[config.mk]
export PLATFORM = sky130hd
export DESIGN_NAME = pipe_execute_memory
export DESIGN_NICKNAME = d
export VERILOG_FILES = /design/src/rtl/pipe_pkg.sv /design/src/rtl/dmem_handshake.sv /design/src/rtl/pipe_execute_memory.sv
export SDC_FILE = /design/constraint.sdc
export NUM_CORES = 1
export LEC_CHECK = 0
export ABC_AREA = 1
export BUFFER_PORTS_ARGS = -buffer_cell sky130_fd_sc_hd__buf_2
export CAP_MARGIN = 20
export CORE_MARGIN = 5
export CORE_UTILIZATION = 48
export CTS_BUF_LIST = sky130_fd_sc_hd__clkbuf_4 sky130_fd_sc_hd__clkbuf_8
export DETAILED_ROUTE_END_ITERATION = 10
export PLACE_DENSITY = 0.91
export SETUP_SLACK_MARGIN = 0.3
export SLEW_MARGIN = 20
export SYNTH_ARGS = -nofsm -noshare
export SYNTH_HDL_FRONTEND = slang
export SYNTH_SLANG_ARGS = --single-unit
[constraint.sdc]
create_clock -name clk -period 1.55 [get_ports clk]
set_input_delay 0.155 -clock clk [delete_from_list [all_inputs] [get_ports clk]]
set_output_delay 0.155 -clock clk [all_outputs]
set_load 0.02 [all_outputs]
[src/rtl/pipe_pkg.sv]
// Shared definitions for the pipelined MIPS core pipe registers.
//   state_t          : data-memory handshake state (IDLE, BUSY)
//   MEMTOREG_*       : writeback source select encodings
//   REG_IDX_W        : MIPS register-index width
package pipe_pkg;

  typedef enum logic {
    IDLE = 1'b0,
    BUSY = 1'b1
  } state_t;

  localparam logic [1:0] MEMTOREG_ALU = 2'd0;
  localparam logic [1:0] MEMTOREG_MEM = 2'd1;
  localparam logic [1:0] MEMTOREG_PC4 = 2'd2;

  localparam int REG_IDX_W = 5;

endpackage

[src/rtl/dmem_handshake.sv]
// Data-memory request/acknowledge sequencer for the execute/memory stage.
// Issues one access per 'issue' pulse seen in IDLE, waits in BUSY for mem_ack
// and forces completion after TIMEOUT BUSY edges without an ack.
// Ports:
//   clk, reset          : falling-edge clock, async active-low reset
//   issue               : start an access this edge (only honoured in IDLE)
//   is_store, addr,
//   wdata               : access description latched on issue
//   mem_ack             : memory completion, sampled only in BUSY
//   mem_req, mem_we,
//   mem_addr, mem_wdata : registered memory request
//   stall               : high while an access is outstanding
//   complete            : this edge ends the access (ack or timeout)
//   timed_out           : this edge ends the access by timeout
//   mem_error           : sticky timeout flag
module dmem_handshake
  import pipe_pkg::*;
#(
  parameter int TIMEOUT = 16
) (
  input  logic        clk,
  input  logic        reset,
  input  logic        issue,
  input  logic        is_store,
  input  logic [31:0] addr,
  input  logic [31:0] wdata,
  input  logic        mem_ack,
  output logic        mem_req,
  output logic        mem_we,
  output logic [31:0] mem_addr,
  output logic [31:0] mem_wdata,
  output logic        stall,
  output logic        complete,
  output logic        timed_out,
  output logic        mem_error
);

  localparam int CW = $clog2(TIMEOUT);
  localparam logic [CW-1:0] LAST = CW'(TIMEOUT - 1);

  state_t        state;
  logic [CW-1:0] count;
  logic          at_limit;

  // The counter stops at LAST because reaching it always ends the access.
  assign at_limit  = (count == LAST);
  assign stall     = (state == BUSY);
  assign complete  = (state == BUSY) && (mem_ack || at_limit);
  assign timed_out = (state == BUSY) && !mem_ack && at_limit;

  // Handshake FSM with its registered request outputs and timeout counter.
  always_ff @(negedge clk or negedge reset) begin
    if (!reset) begin
      state     <= IDLE;
      count     <= '0;
      mem_req   <= 1'b0;
      mem_we    <= 1'b0;
      mem_addr  <= 32'h0000_0000;
      mem_wdata <= 32'h0000_0000;
      mem_error <= 1'b0;
    end else begin
      case (state)
        IDLE: begin
          if (issue) begin
            state     <= BUSY;
            count     <= '0;
            mem_req   <= 1'b1;
            mem_we    <= is_store;
            mem_addr  <= addr;
            mem_wdata <= wdata;
          end
        end
        BUSY: begin
          if (mem_ack || at_limit) begin
            state   <= IDLE;
            mem_req <= 1'b0;
            if (!mem_ack) begin
              mem_error <= 1'b1;
            end
          end else begin
            count <= count + CW'(1);
          end
        end
        default: begin
          state   <= IDLE;
          mem_req <= 1'b0;
        end
      endcase
    end
  end

endmodule

[src/rtl/pipe_execute_memory.sv]
// Execute/memory pipeline register. Captures execute-stage result and control
// on the falling edge, runs loads/stores through dmem_handshake while holding
// the upstream stages, and presents a valid memory-stage bundle to writeback.
// Ports:
//   clk, reset              : falling-edge clock, async active-low reset
//   *_E                     : execute-stage bundle (Valid_E, Flush_E, control, data)
//   mem_req/we/addr/wdata   : data-memory request
//   mem_ack, mem_rdata      : data-memory response
//   *_M                     : memory-stage bundle
//   Stall_M                 : hold PC, fetch/decode and decode/execute registers
//   mem_error               : sticky access-timeout flag
module pipe_execute_memory
  import pipe_pkg::*;
#(
  parameter int TIMEOUT = 16
) (
  input  logic                 clk,
  input  logic                 reset,
  input  logic                 Valid_E,
  input  logic                 Flush_E,
  input  logic                 RegWrite_E,
  input  logic                 MemRead_E,
  input  logic                 MemWrite_E,
  input  logic [1:0]           MemToReg_E,
  input  logic [31:0]          ALUResult_E,
  input  logic [31:0]          WriteData_E,
  input  logic [REG_IDX_W-1:0] WriteReg_E,
  input  logic [31:0]          PC_4_E,
  output logic                 mem_req,
  output logic                 mem_we,
  output logic [31:0]          mem_addr,
  output logic [31:0]          mem_wdata,
  input  logic                 mem_ack,
  input  logic [31:0]          mem_rdata,
  output logic                 Valid_M,
  output logic                 RegWrite_M,
  output logic [1:0]           MemToReg_M,
  output logic [31:0]          ALUResult_M,
  output logic [31:0]          ReadData_M,
  output logic [31:0]          PC_4_M,
  output logic [REG_IDX_W-1:0] WriteReg_M,
  output logic                 Stall_M,
  output logic                 mem_error
);

  logic take;
  logic is_mem;
  logic issue;
  logic complete;
  logic timed_out;

  assign take   = Valid_E && !Flush_E;
  assign is_mem = MemRead_E || MemWrite_E;
  assign issue  = take && is_mem;

  // MemWrite_E alone decides direction, so read+write together is a store.
  dmem_handshake #(
    .TIMEOUT (TIMEOUT)
  ) u_dmem_handshake (
    .clk       (clk),
    .reset     (reset),
    .issue     (issue),
    .is_store  (MemWrite_E),
    .addr      (ALUResult_E),
    .wdata     (WriteData_E),
    .mem_ack   (mem_ack),
    .mem_req   (mem_req),
    .mem_we    (mem_we),
    .mem_addr  (mem_addr),
    .mem_wdata (mem_wdata),
    .stall     (Stall_M),
    .complete  (complete),
    .timed_out (timed_out),
    .mem_error (mem_error)
  );

  // Memory-stage registers: load from E when idle, finish the bundle on completion.
  always_ff @(negedge clk or negedge reset) begin
    if (!reset) begin
      Valid_M     <= 1'b0;
      RegWrite_M  <= 1'b0;
      MemToReg_M  <= 2'd0;
      ALUResult_M <= 32'h0000_0000;
      ReadData_M  <= 32'h0000_0000;
      PC_4_M      <= 32'h0000_0000;
      WriteReg_M  <= '0;
    end else if (!Stall_M) begin
      // A memory op is captured invalid; it becomes valid when the access ends.
      Valid_M     <= take && !is_mem;
      RegWrite_M  <= take && RegWrite_E;
      MemToReg_M  <= MemToReg_E;
      ALUResult_M <= ALUResult_E;
      PC_4_M      <= PC_4_E;
      WriteReg_M  <= WriteReg_E;
    end else if (complete) begin
      Valid_M <= 1'b1;
      if (timed_out) begin
        ReadData_M <= 32'h0000_0000;
      end else if (!mem_we) begin
        ReadData_M <= mem_rdata;
      end
    end
  end

endmodule

# == After elaboration in Yosys (flattened, before gate mapping) ==
# Cells that the tools add are included.
# totals
in_bits,143
output_inout_bits,173
reg_bits,177
# op_classes
reduce_logical,17
bitwise,2
n_eq_ne,6
add_sub_neg,1
muxes,13
# ops
operator,count
2-to-1 mux 32 bit,2
"inequality test 2 bit, second input constant",5
2-to-1 mux 4 bit,2
case mux 4 bit (2 select lines),1
logical AND 1 bit,7
2-to-1 mux 1 bit,6
AND reduction 2 bit,3
AND reduction 3 bit,2
"adder 4 x 1 -> 4 bit, second input constant",1
"equality test 4 bit, second input constant",1
case mux 1 bit (2 select lines),2
zero test 1 bit,3
logical OR 1 bit,2
NOT 1 bit,2

# == Longest topological paths before layout ==
# Gate-level depths: netlist of run 1.
# depth
ltp_word,5
depth_mapped,7
mapped_depth_nobuf,6

# == By module ==
# A second synthesis of run 1 with hierarchy kept.
# unflattened
hier_cells,847
hier_area_um2,7275.7
# by_module_without_submodules
module,area_each_um2,cells_each,instances,seq_area_each_um2
pipe_execute_memory,4346.7,522,1,2627.5
dmem_handshake,2929.1,325,1,1801.7

==> results of run 1 <==
==> cell type report <==
| type | instances | area (sq um) |
|---|---|---|
| inverter | 72 | 292 |
| fill | 684 | 2450 |
| clock inverter | 10 | 149 |
| sequential | 177 | 4430 |
| clock buffer | 22 | 290 |
| timing repair inverter | 1 | 7.51 |
| tap | 180 | 225 |
| multi-input combinational | 447 | 2020 |
| timing repair buffer | 458 | 4070 |
==> synth_stat cells, drive strengths merged <==
cell type    n  area (sq um)
nand2      297          1110
dfrtn      177          4430
o21ai       97           485
inv         72           270
nand4       33           206
buf         26           163
clkbuf      17          63.8
nand3       10          67.6
nor2         5          28.8
a21o         1          7.51
ha           1          12.5
or2          1          6.26
xnor2        1          8.76
==> per-stage QoR <==
stage | cells | setup TNS, ns
2_1_floorplan | 738 | -10.08
3_3_place_gp | 1217 | -32.40
3_5_place_dp | 1217 | -34.54
4_1_cts | 1309 | -64.47
5_1_grt | 1367 | -73.92
6_report | 1367 | -63.44
==> sequential cells by signal, indices dropped and copies added (netlist names) <==
register / count
ALUResult_M: 32
MemToReg_M: 2
PC_4_M: 32
ReadData_M: 32
RegWrite_M: 1
Valid_M: 1
WriteReg_M: 5
u_dmem_handshake.count: 4
u_dmem_handshake.mem_addr: 32
u_dmem_handshake.mem_error: 1
u_dmem_handshake.mem_req: 1
u_dmem_handshake.mem_wdata: 32
u_dmem_handshake.mem_we: 1
u_dmem_handshake.stall: 1
==> power groups by stage <==
stage | clock network, uW | registers [uW] | logic [uW]
finish | 3490 | 6350 | 5900
floorplan | 0 | 7210 | 1020
global placement | 0 | 6110 | 3600
CTS | 3520 | 6260 | 5250
global route | 3730 | 6410 | 6230
detailed placement | 0 | 6130 | 3730
==> cell families (layout without fill, tap and decap cells) <==
family,count (synthesis),count (layout),synth area share (%)
and+or+nand+nor,346,347,20.7
DFF,177,177,64.5
buffers and inverters,115,563,7.24
AOI/OAI and AO/OA,98,98,7.18
adders and majority gates,1,1,0.182
xor gates and xnor gates,1,1,0.128
==> worst paths after layout <==
check | to | slack, ns | cells past startpoint
setup / recovery | Stall_M | -0.45 | 1
hold / removal | ALUResult_M[16] | 0.27 | 1
setup reg to reg | u_dmem_handshake.mem_addr[14] | -0.15 | 8
hold reg to reg | ReadData_M[4] | 0.45 | 2
max in group asynchronous | PC_4_M[2] | 0.77 | 2
min in group clk | ReadData_M[4] | 0.45 | 2
==> per-layer routing <==
metal  vias up  GRT usage, %  share of wire [%]
met2       477          50.7                 52
met4         0          16.5                5.4
met5         -             0                  0
met3       111          6.22                7.9
met1      3501          33.4                 35
li1       3185             -                  -
==> timing repair <==
action,4_1_cts,5_1_grt
endpoints found under the setup margin,348,349
pin swaps,3,1
setup buffers,53,57
cloned,7,1
resized for setup,363,15
==> flow_summary_export.csv, run 1 <==
group,metric,value,unit
critical_path,crit_slowest_cell,"dfrtn_1",
timing,rsz0062_at_grt,"yes",
grt,antenna_found_initial,0,
pwr,p_per_area,1370,mW/mm^2
job,max_cap_viol_count,0,
critical_path,crit_buf_inv,1,
floorplanning,num_rows,43,
finish,area_growth,67.3,%
clocking,postCtsHoldBufs,0,
drt,wire_per_inst,19.8,um
finish,fin_util,82.4,%
drt,drc,0,
placement,placed_area,0.00886,sq mm
critical_path,cp.arrival,1.84,ns
floorplanning,io_pins,316,
critical_path,worstSetupPathType,"flop to primary output",
drt,firstDrtPassIters,5,
critical_path,worstPathMaxFanout,2,
finish,antenna_cells,0,
pwr,net-switching-power,5420,uW
drt,drtAntennaViolNets,0,
logic_synthesis,synthCells,738,
critical_path,startpoint,"u_dmem_handshake.stall",
clocking,max-clock-path-buffers,2,
clocking,clkLatencyLatePin,0.40,ns
drt,totalWireLength,27100,um
drt,via_per_inst,5.32,
logic_synthesis,synth_area_per_cell,9.30,sq um
logic_synthesis,syn-cell-area,0.00686,sq mm
timing,worstMarginPinSlew,0.346,ns
pwr,p_int,10300,uW
grt,grt_pass1_wl,37700,um
floorplanning,chipHeight,130,um
floorplanning,start_util,49.3,%
hold_path,hold_path_class,"primary input to asynchronous set/reset pin",
placement,dpl_worst_slack,-0.456,ns
placement,numPortBuffers,315,
critical_path,crit_path_cell_trace,"buf_6",
critical_path,slowest_delay,0.52,ns
logic_synthesis,ys_seq_area_share,64.5,%
grt,grt_util_all_layers,29.2,%
logic_synthesis,synth_cell_types,21,
critical_path,critPathTopFamily,"flip-flops",
timing,hold_violations,0,
critical_path,worst_setup_path_end_kind,"primary output",
outcome,violations,"setup timing",
pwr,p_leak,0.00629,uW
timing,slew_violations,0,
placement,dpl.hpwl,14500,um
grt,grt_overflow,0,
grt,grt_pass1_vias,7233,
floorplanning,fp.dieW,130,um
timing,final-setup-viol-count,224,
clocking,cts_tree,"built",
pwr,p_total,15700,uW
pwr,p_comb_share,37.4,%
clocking,clock-sinks,177,
logic_synthesis,yosysWarnings,0,
finish,final_cell_mix,"290 x nand2_1, 177 x dfrtn_1, 177 x buf_6, 141 x buf_2, 120 x buf_4",
pwr,clock_power_share,22.2,%
finish,design_area,0.0115,sq mm
grt,grt_start_max_net_pins,53,
placement,routabilityCongestion,0.854,
drt,drt-initial-drc-count,602,
drt,vias,7274,
finish,final_nets,1318,
timing,slew_headroom,76.9,%
timing,hold_ws,0.272,ns
timing,fin_skew,0.00943,ns
critical_path,start_kind,"flop",
logic_synthesis,syn_nets,882,
clocking,cts_made_buffers,17,
logic_synthesis,synth-seq-cells,177,
critical_path,reg2reg_from,"u_dmem_handshake.stall",
floorplanning,core,0.0139,sq mm
finish,layout_commonest_cell,"nand2_1",
clocking,cts_root_buffer,"clkbuf_8",
finish,drive_above_1_share,43.3,%
pwr,pwr-share-seq,40.4,%
critical_path,required,1.39,ns
timing,worst_slack,-0.446,ns
outcome,status,"finished, violations left",
floorplanning,design.die.area,0.0168,sq mm
clocking,path_clk_slew,0.06,ns
pwr,ir_drop,878,uV
pwr,switching_share,34.4,%
clocking,cts_max_level,4,
Power figures use the tool's default switching activity.
==> run 2, diff against run 1 <==
--- a/config.mk
+++ b/config.mk
@@ -12,7 +12,7 @@
 export CORE_UTILIZATION = 48
 export CTS_BUF_LIST = sky130_fd_sc_hd__clkbuf_4 sky130_fd_sc_hd__clkbuf_8
 export DETAILED_ROUTE_END_ITERATION = 10
-export PLACE_DENSITY = 0.91
+export PLACE_DENSITY = 0.93
 export SETUP_SLACK_MARGIN = 0.3
 export SLEW_MARGIN = 20
 export SYNTH_ARGS = -nofsm -noshare
==> run 2 against run 1 <==
The flow now stops in 5_1_grt. Area after synthesis unchanged. Synthesized cell count unchanged.
==> flow_summary_export.csv, run 2 <==
group,metric,value,unit
outcome,status,"did not finish",
outcome,last-stage-reached,"5_1_grt",
outcome,stop_error,"[ERROR DPL-0038] Utilization greater than 100%, impossible to legalize",
logic_synthesis,synthArstFlopShare,100,%
logic_synthesis,yosysTopAreaCell,"dfrtn_1",
logic_synthesis,synth_ff_type,"dfrtn_1",
timing,worst_endpoint_kind,"primary output",
logic_synthesis,yosys.area.top_type_share,64.5,%
logic_synthesis,synth_top_cells_by_count,"297 x nand2_1, 177 x dfrtn_1, 71 x inv_1",
logic_synthesis,synth_xor_area_share,0.128,%
clocking,max-clock-path-buffers,2,
floorplanning,fp.dieW,130,um
logic_synthesis,synthAdderAreaFrac,0.182,%
placement,placed_area,0.00880,sq mm
logic_synthesis,synth_compound_area_share,7.18,%
placement,dpl.hpwl,14500,um
clocking,clock-sinks,177,
logic_synthesis,synthCells,738,
placement,routabilityCongestion,0.860,
floorplanning,num_rows,43,
logic_synthesis,synth-seq-cells,177,
logic_synthesis,ys_seq_area_share,64.5,%
logic_synthesis,synthMuxAreaShare,0,%
logic_synthesis,synth_top_family_by_area,"simple AND/OR/NAND/NOR gates",
logic_synthesis,synth_area_per_cell,9.30,sq um
logic_synthesis,ys_top_cells_by_area,"dfrtn_1 65%, nand2_1 16%, o21ai_0 4.9%, inv_1 3.9%, nand4_1 3.0%",
logic_synthesis,synth.most_common_cell,"nand2_1",
logic_synthesis,syn-cell-area,0.00686,sq mm
clocking,postCtsHoldBufs,0,
placement,numPortBuffers,315,
grt,grt_start_max_net_pins,56,
clocking,cts_made_buffers,17,
floorplanning,io_pins,316,
floorplanning,start_util,49.3,%
logic_synthesis,synth-edff-count,0,
clocking,cts_max_level,4,
logic_synthesis,synth_cell_types,21,
logic_synthesis,yosys.area_share.simple,20.7,%
floorplanning,chipHeight,130,um
clocking,cts_root_buffer,"clkbuf_8",
logic_synthesis,yosysWarnings,0,
logic_synthesis,syn_nets,882,
timing,grt_worst_setup_endpoint,"PC_4_M[31]",
## run 2: logic make-up after synthesis
group | Yosys count
adders and majority gates | 1
and+or+nand+nor | 346
DFF | 177
buffers and inverters | 115
xor gates and xnor gates | 1
AOI/OAI and AO/OA | 98
## run 2: through the flow
step	setup WS, ns	TNS [ns]	util [%]	std cells
CTS	-0.389	-76.86	92.4	1370
detailed placement	-0.354	-27.77	63.1	1214
global placement	-0.317	-25.32	63.1	1214
floorplan	-0.164	-10.08	-	738
## run 2: timing repair
action	CTS
endpoints found under the setup margin	342
pin swaps	58
cloned	43
gates resized for setup	652
buffers inserted	82
==> run 3, diff against run 2 <==
--- a/config.mk
+++ b/config.mk
@@ -9,11 +9,9 @@
 export BUFFER_PORTS_ARGS = -buffer_cell sky130_fd_sc_hd__buf_2
 export CAP_MARGIN = 20
 export CORE_MARGIN = 5
-export CORE_UTILIZATION = 48
-export CTS_BUF_LIST = sky130_fd_sc_hd__clkbuf_4 sky130_fd_sc_hd__clkbuf_8
+export CORE_UTILIZATION = 40
 export DETAILED_ROUTE_END_ITERATION = 10
-export PLACE_DENSITY = 0.93
-export SETUP_SLACK_MARGIN = 0.3
+export PLACE_DENSITY_LB_ADDON = 0.15
 export SLEW_MARGIN = 20
 export SYNTH_ARGS = -nofsm -noshare
 export SYNTH_HDL_FRONTEND = slang
==> run 3 against run 2 <==
The flow now finishes, with violations (setup timing).
==> flow_summary_export.csv, run 3 (same netlist as run 1, synthesis figures left out) <==
group,metric,value,unit
critical_path,cp.arrival,1.78,ns
timing,worstMarginPinSlew,0.408,ns
pwr,ir_drop,780,uV
finish,drive_above_1_share,40.4,%
floorplanning,design.die.area,0.0199,sq mm
finish,fill_cells,1345,
finish,design_area,0.0112,sq mm
floorplanning,start_util,41.1,%
grt,grt_pass1_vias,6175,
critical_path,crit_path_cell_trace,"buf_6",
grt,grt_start_max_net_pins,72,
critical_path,reg2reg_from,"u_dmem_handshake.stall",
critical_path,required,1.39,ns
timing,hold_ws,0.261,ns
drt,wire_per_inst,15.4,um
grt,antenna_found_initial,2,
critical_path,worstPathMaxFanout,2,
clocking,cts_made_buffers,17,
critical_path,reg2regPathDepth,7,
timing,slew_headroom,72.8,%
grt,grt_util_all_layers,19.8,%
placement,placed_area,0.00884,sq mm
clocking,max-clock-path-buffers,2,
finish,final_cell_mix,"293 x nand2_1, 177 x dfrtn_1, 177 x buf_6, 140 x buf_2, 85 x buf_4",
placement,dpl.hpwl,14000,um
pwr,p_leak,0.00608,uW
floorplanning,fp.dieW,141,um
drt,drc,0,
timing,finalSetupTns,-57.56,ns
clocking,clkLatencyLatePin,0.40,ns
outcome,status,"finished, violations left",
hold_path,hold_path_class,"primary input to asynchronous set/reset pin",
timing,slew_violations,0,
floorplanning,num_rows,47,
placement,routabilityCongestion,0.796,
floorplanning,chipHeight,141,um
critical_path,worst_setup_path_end_kind,"primary output",
critical_path,slowest_delay,0.47,ns
critical_path,worst-r2r-setup-slack,0.09,ns
grt,grt_overflow,0,
floorplanning,io_pins,316,
clocking,cts_tree,"built",
timing,hold_violations,0,
critical_path,crit_slowest_cell,"dfrtn_1",
floorplanning,core,0.0167,sq mm
finish,antenna_cells,0,
outcome,violations,"setup timing",
finish,area_growth,62.5,%
drt,totalWireLength,21000,um
critical_path,start_kind,"flop",
critical_path,reg2reg_to,"u_dmem_handshake.mem_addr[28]",
job,max_cap_viol_count,0,
finish,layout_commonest_cell,"nand2_1",
placement,numPortBuffers,315,
clocking,clock-sinks,177,
critical_path,critPathTopFamily,"flip-flops",
grt,grt_pass1_wl,31600,um
pwr,p_per_area,1410,mW/mm^2
drt,firstDrtPassIters,5,
clocking,postCtsHoldBufs,0,
clocking,cts_max_level,4,
clocking,path_clk_slew,0.05,ns
drt,via_per_inst,4.63,
timing,rsz0062_at_grt,"yes",
critical_path,cp.depth,1,
finish,final_nets,1272,
critical_path,crit_buf_inv,1,
timing,worst_slack,-0.384,ns
drt,vias,6295,
drt,drtAntennaViolNets,0,
critical_path,worstSetupPathType,"flop to primary output",
timing,final-setup-viol-count,173,
drt,drt-initial-drc-count,279,
clocking,cts_root_buffer,"clkbuf_16",
timing,fin_skew,0.00762,ns
## run 3: power by group
part / internal (uW) / leakage, uW / switching [uW] / total, uW
combinational: 2670 / 0.00362 / 2590 / 5260
clock: 2430 / 0.000278 / 1810 / 4240
sequential: 5590 / 0.00218 / 678 / 6270
## run 3: worst max-delay path by stage
stage | from | to | slack, ns
5_1_grt | u_dmem_handshake.stall | Stall_M | -0.42
3_5_place_dp | MemWrite_E | u_dmem_handshake.mem_addr[14] | -0.36
3_3_place_gp | MemWrite_E | u_dmem_handshake.mem_addr[14] | -0.30
4_1_cts | u_dmem_handshake.stall | Stall_M | -0.41
6_report | u_dmem_handshake.stall | Stall_M | -0.38
2_1_floorplan | Flush_E | u_dmem_handshake.mem_wdata[10] | -0.16
## run 3: layer usage
layer  share of wire (%)  wire length [um]  global-route usage (%)  vias up
li1                    -                 -                       -     3098
met1                  39              8260                    24.3     2919
met2                  49             10400                    32.4      240
met3                 8.9              1870                    7.25       34
met4                 2.2               469                    6.99        4
met5                0.10                21                       0        -
## run 3: metrics by stage
step | power, uW | utilization [%] | setup slack [ns] | cells
after global routing | 16500 | 66.8 | -0.424 | 1361
final | 15800 | 66.8 | -0.384 | 1361
after floorplan | 8220 | - | -0.164 | 738
after detailed placement | 9840 | 52.9 | -0.360 | 1256
after CTS | 15500 | 64.0 | -0.407 | 1313
after global placement | 9780 | 52.9 | -0.304 | 1256
## run 3: area by class of cell
cell class	count	area (sq um)	area share, %
sequential	177	4430	39.7
timing repair buffer	414	3590	32.2
multi-input combinational	446	1990	17.8
clock buffer	20	447	4.00
inverter	72	288	2.58
tap	220	275	2.47
clock inverter	12	135	1.21
## run 3: timing repair
action | 4_1_cts | 5_1_grt
resized for setup | 347 | 9
buffers inserted | 25 | 44
pin swaps | 0 | 2
setup endpoints to repair | 199 | 215
gates cloned | 0 | 4
==> run 4, diff against run 3 <==
--- a/config.mk
+++ b/config.mk
@@ -11,8 +11,9 @@
 export CORE_MARGIN = 5
 export CORE_UTILIZATION = 40
 export DETAILED_ROUTE_END_ITERATION = 10
-export PLACE_DENSITY_LB_ADDON = 0.15
+export PLACE_DENSITY = 0.7
 export SLEW_MARGIN = 20
 export SYNTH_ARGS = -nofsm -noshare
 export SYNTH_HDL_FRONTEND = slang
 export SYNTH_SLANG_ARGS = --single-unit
+export TNS_END_PERCENT = 1
==> run 4 against run 3 <==
The flow still finishes with violations (setup timing). Flip-flop and latch count unchanged. Non-clock buffer count is 73 lower. Final area decreased by 6.4%. Count of clock-buffer cells in the layout grew 2. Worst hold slack improved by 0.0015 ns. Global-route usage is 0.36 points higher. Combinational power down 11%. Worst setup slack lost 0.024 ns. Power shrank 5.3%. Utilization down 4.3 points. First-iteration DRC count up 16%. Sequential power is essentially flat. Critical endpoint unchanged. Largest cell class unchanged. Highest routed layer is now met4.
==> flow_summary_export.csv, run 4 (same netlist as run 1, synthesis figures left out) <==
group,metric,value,unit
outcome,status,"finished, violations left",
outcome,violations,"setup timing",
pwr,p_leak,0.00565,uW
grt,grt_overflow,0,
pwr,p_comb_share,31.2,%
grt,met3_usage,6.60,%
placement,numPortBuffers,315,
grt,grt_util_all_layers,20.2,%
finish,layout_commonest_cell,"nand2_1",
floorplanning,fp.dieW,141,um
drt,firstDrtPassIters,4,
pwr,net-switching-power,4950,uW
critical_path,worstPathMaxFanout,2,
hold_path,hold_path_class,"primary input to asynchronous set/reset pin",
timing,rsz0062_at_grt,"yes",
grt,gr-usage-met2,33.7,%
clocking,clkLatencyLatePin,0.40,ns
clocking,postCtsHoldBufs,0,
finish,final_cell_mix,"295 x nand2_1, 177 x dfrtn_1, 175 x buf_6, 141 x buf_2, 71 x inv_1",
timing,slew_violations,0,
clocking,path_clk_slew,0.05,ns
critical_path,start_kind,"flop",
critical_path,required,1.39,ns
drt,drc,0,
drt,via_per_inst,4.65,
timing,fin_skew,0.00636,ns
timing,hold_violations,0,
placement,routabilityCongestion,0.763,
drt,vias,5987,
floorplanning,start_util,41.1,%
pwr,p_int,9990,uW
timing,slew_headroom,77.1,%
pwr,ir_drop,756,uV
floorplanning,num_rows,47,
pwr,p_total,14900,uW
timing,hold_ws,0.262,ns
timing,worstMarginPinSlew,0.344,ns
timing,worst_slack,-0.408,ns
grt,grt_start_max_net_pins,73,
drt,drt-initial-drc-count,325,
critical_path,critPathTopFamily,"flip-flops",
clocking,cts_tree,"built",
finish,antenna_cells,0,
drt,drtAntennaViolNets,0,
critical_path,crit_slowest_cell,"dfrtn_1",
floorplanning,io_pins,316,
finish,area_growth,52.1,%
critical_path,slowest_delay,0.49,ns
clocking,clock-sinks,177,
pwr,switching_share,33.1,%
clocking,cts_made_buffers,17,
floorplanning,design.die.area,0.0199,sq mm
drt,totalWireLength,19900,um
grt,busiest_layer,"met2",
floorplanning,chipHeight,141,um
grt,grt_pass1_wl,32000,um
clocking,cts_root_buffer,"clkbuf_16",
timing,final-setup-viol-count,173,
critical_path,cp.arrival,1.80,ns
placement,dpl.hpwl,14300,um
grt,use_met1,25.2,%
finish,fill_cells,1343,
critical_path,crit_path_cell_trace,"buf_6",
critical_path,crit_buf_inv,1,
timing,finalSetupTns,-58.01,ns
grt,grt_pass1_vias,6131,
clocking,cts_max_level,4,
job,max_cap_viol_count,0,
drt,wire_per_inst,15.5,um
clocking,max-clock-path-buffers,2,
grt,antenna_found_initial,0,
finish,final_nets,1199,
floorplanning,core,0.0167,sq mm
critical_path,worst_setup_path_end_kind,"primary output",
pwr,pwr-share-seq,42.1,%
pwr,clock_power_share,26.7,%
critical_path,worstSetupPathType,"flop to primary output",
pwr,p_per_area,1430,mW/mm^2
finish,drive_above_1_share,35.5,%
-- run 4: cell types whose count changed in the layout (fill, tap and decap cells not counted), moves of 2 or more --
cell,change
buf_4,-68
nand3_1,+4
clkbuf_16,-3
inv_1,+3
nand3_2,-3
buf_6,-2
bufinv_16,-2
clkbuf_8,+2
clkinv_2,-2
clkinvlp_4,+2
nand2_1,+2
-- run 4: final timing paths --
| check | start | end | slack (ns) | cells past startpoint |
|---|---|---|---|---|
| worst max-delay path | u_dmem_handshake.stall | Stall_M | -0.41 | 1 |
| min in group clk | ReadData_M[12] | ReadData_M[12] | 0.44 | 2 |
| max in group asynchronous | reset | ALUResult_M[30] | 0.79 | 2 |
| worst max register to register | u_dmem_handshake.stall | u_dmem_handshake.mem_addr[31] | 0.06 | 5 |
| worst min register to register | ReadData_M[12] | ReadData_M[12] | 0.44 | 2 |
| worst min-delay path | reset | MemToReg_M[0] | 0.26 | 1 |
-- run 4: final cells by class --
cell class / instances / area [sq um] / share of cell area, %
repair buffers: 341 / 2960 / 28.4
multi-input cells: 446 / 1950 / 18.7
flip-flops and latches: 177 / 4430 / 42.4
clock inverters: 10 / 77.6 / 0.743
clock buffers: 22 / 474 / 4.54
well taps: 220 / 275 / 2.64
inverters: 72 / 270 / 2.59
-- run 4: per-layer routing --
layer	share of wire, %	routed length, um	vias to the layer above
met5	0	0	-
met2	50	10000	243
met1	40	8020	2764
met3	7.4	1480	27
met4	2.0	392	0
li1	-	-	2953
-- run 4: worst reg2reg max path, cell delays in order, from the launching register on --
cell,delay (ns)
dfrtn_1,0.49
buf_4,0.26
nor2_4,0.06
nand3_4,0.12
buf_12,0.22
o21ai_0,0.17
-- run 4: through the flow --
| step | worst slack (ns) | instances | cell area [sq um] | utilization (%) |
|---|---|---|---|---|
| 2_1_floorplan | -0.164 | 738 | 6880 | - |
| 3_3_place_gp | -0.290 | 1255 | 8790 | 52.6 |
| 3_5_place_dp | -0.331 | 1255 | 8790 | 52.6 |
| 4_1_cts | -0.449 | 1287 | 10400 | 62.4 |
| 5_1_grt | -0.458 | 1288 | 10400 | 62.5 |
| 6_report | -0.408 | 1288 | 10400 | 62.5 |
-- run 4: power by group through the flow --
| stage | clock (uW) | sequential [uW] | combinational [uW] |
|---|---|---|---|
| 2_1_floorplan | 0 | 7200 | 992 |
| 3_3_place_gp | 0 | 6110 | 3620 |
| 3_5_place_dp | 0 | 6120 | 3700 |
| 4_1_cts | 4100 | 6280 | 4700 |
| 5_1_grt | 4300 | 6400 | 5010 |
| 6_report | 3990 | 6290 | 4670 |
-- run 4: repair_timing --
action	in CTS	in global routing
gates resized for setup	346	3
pin swaps	0	0
setup buffers	0	1
setup endpoints to repair	173	210
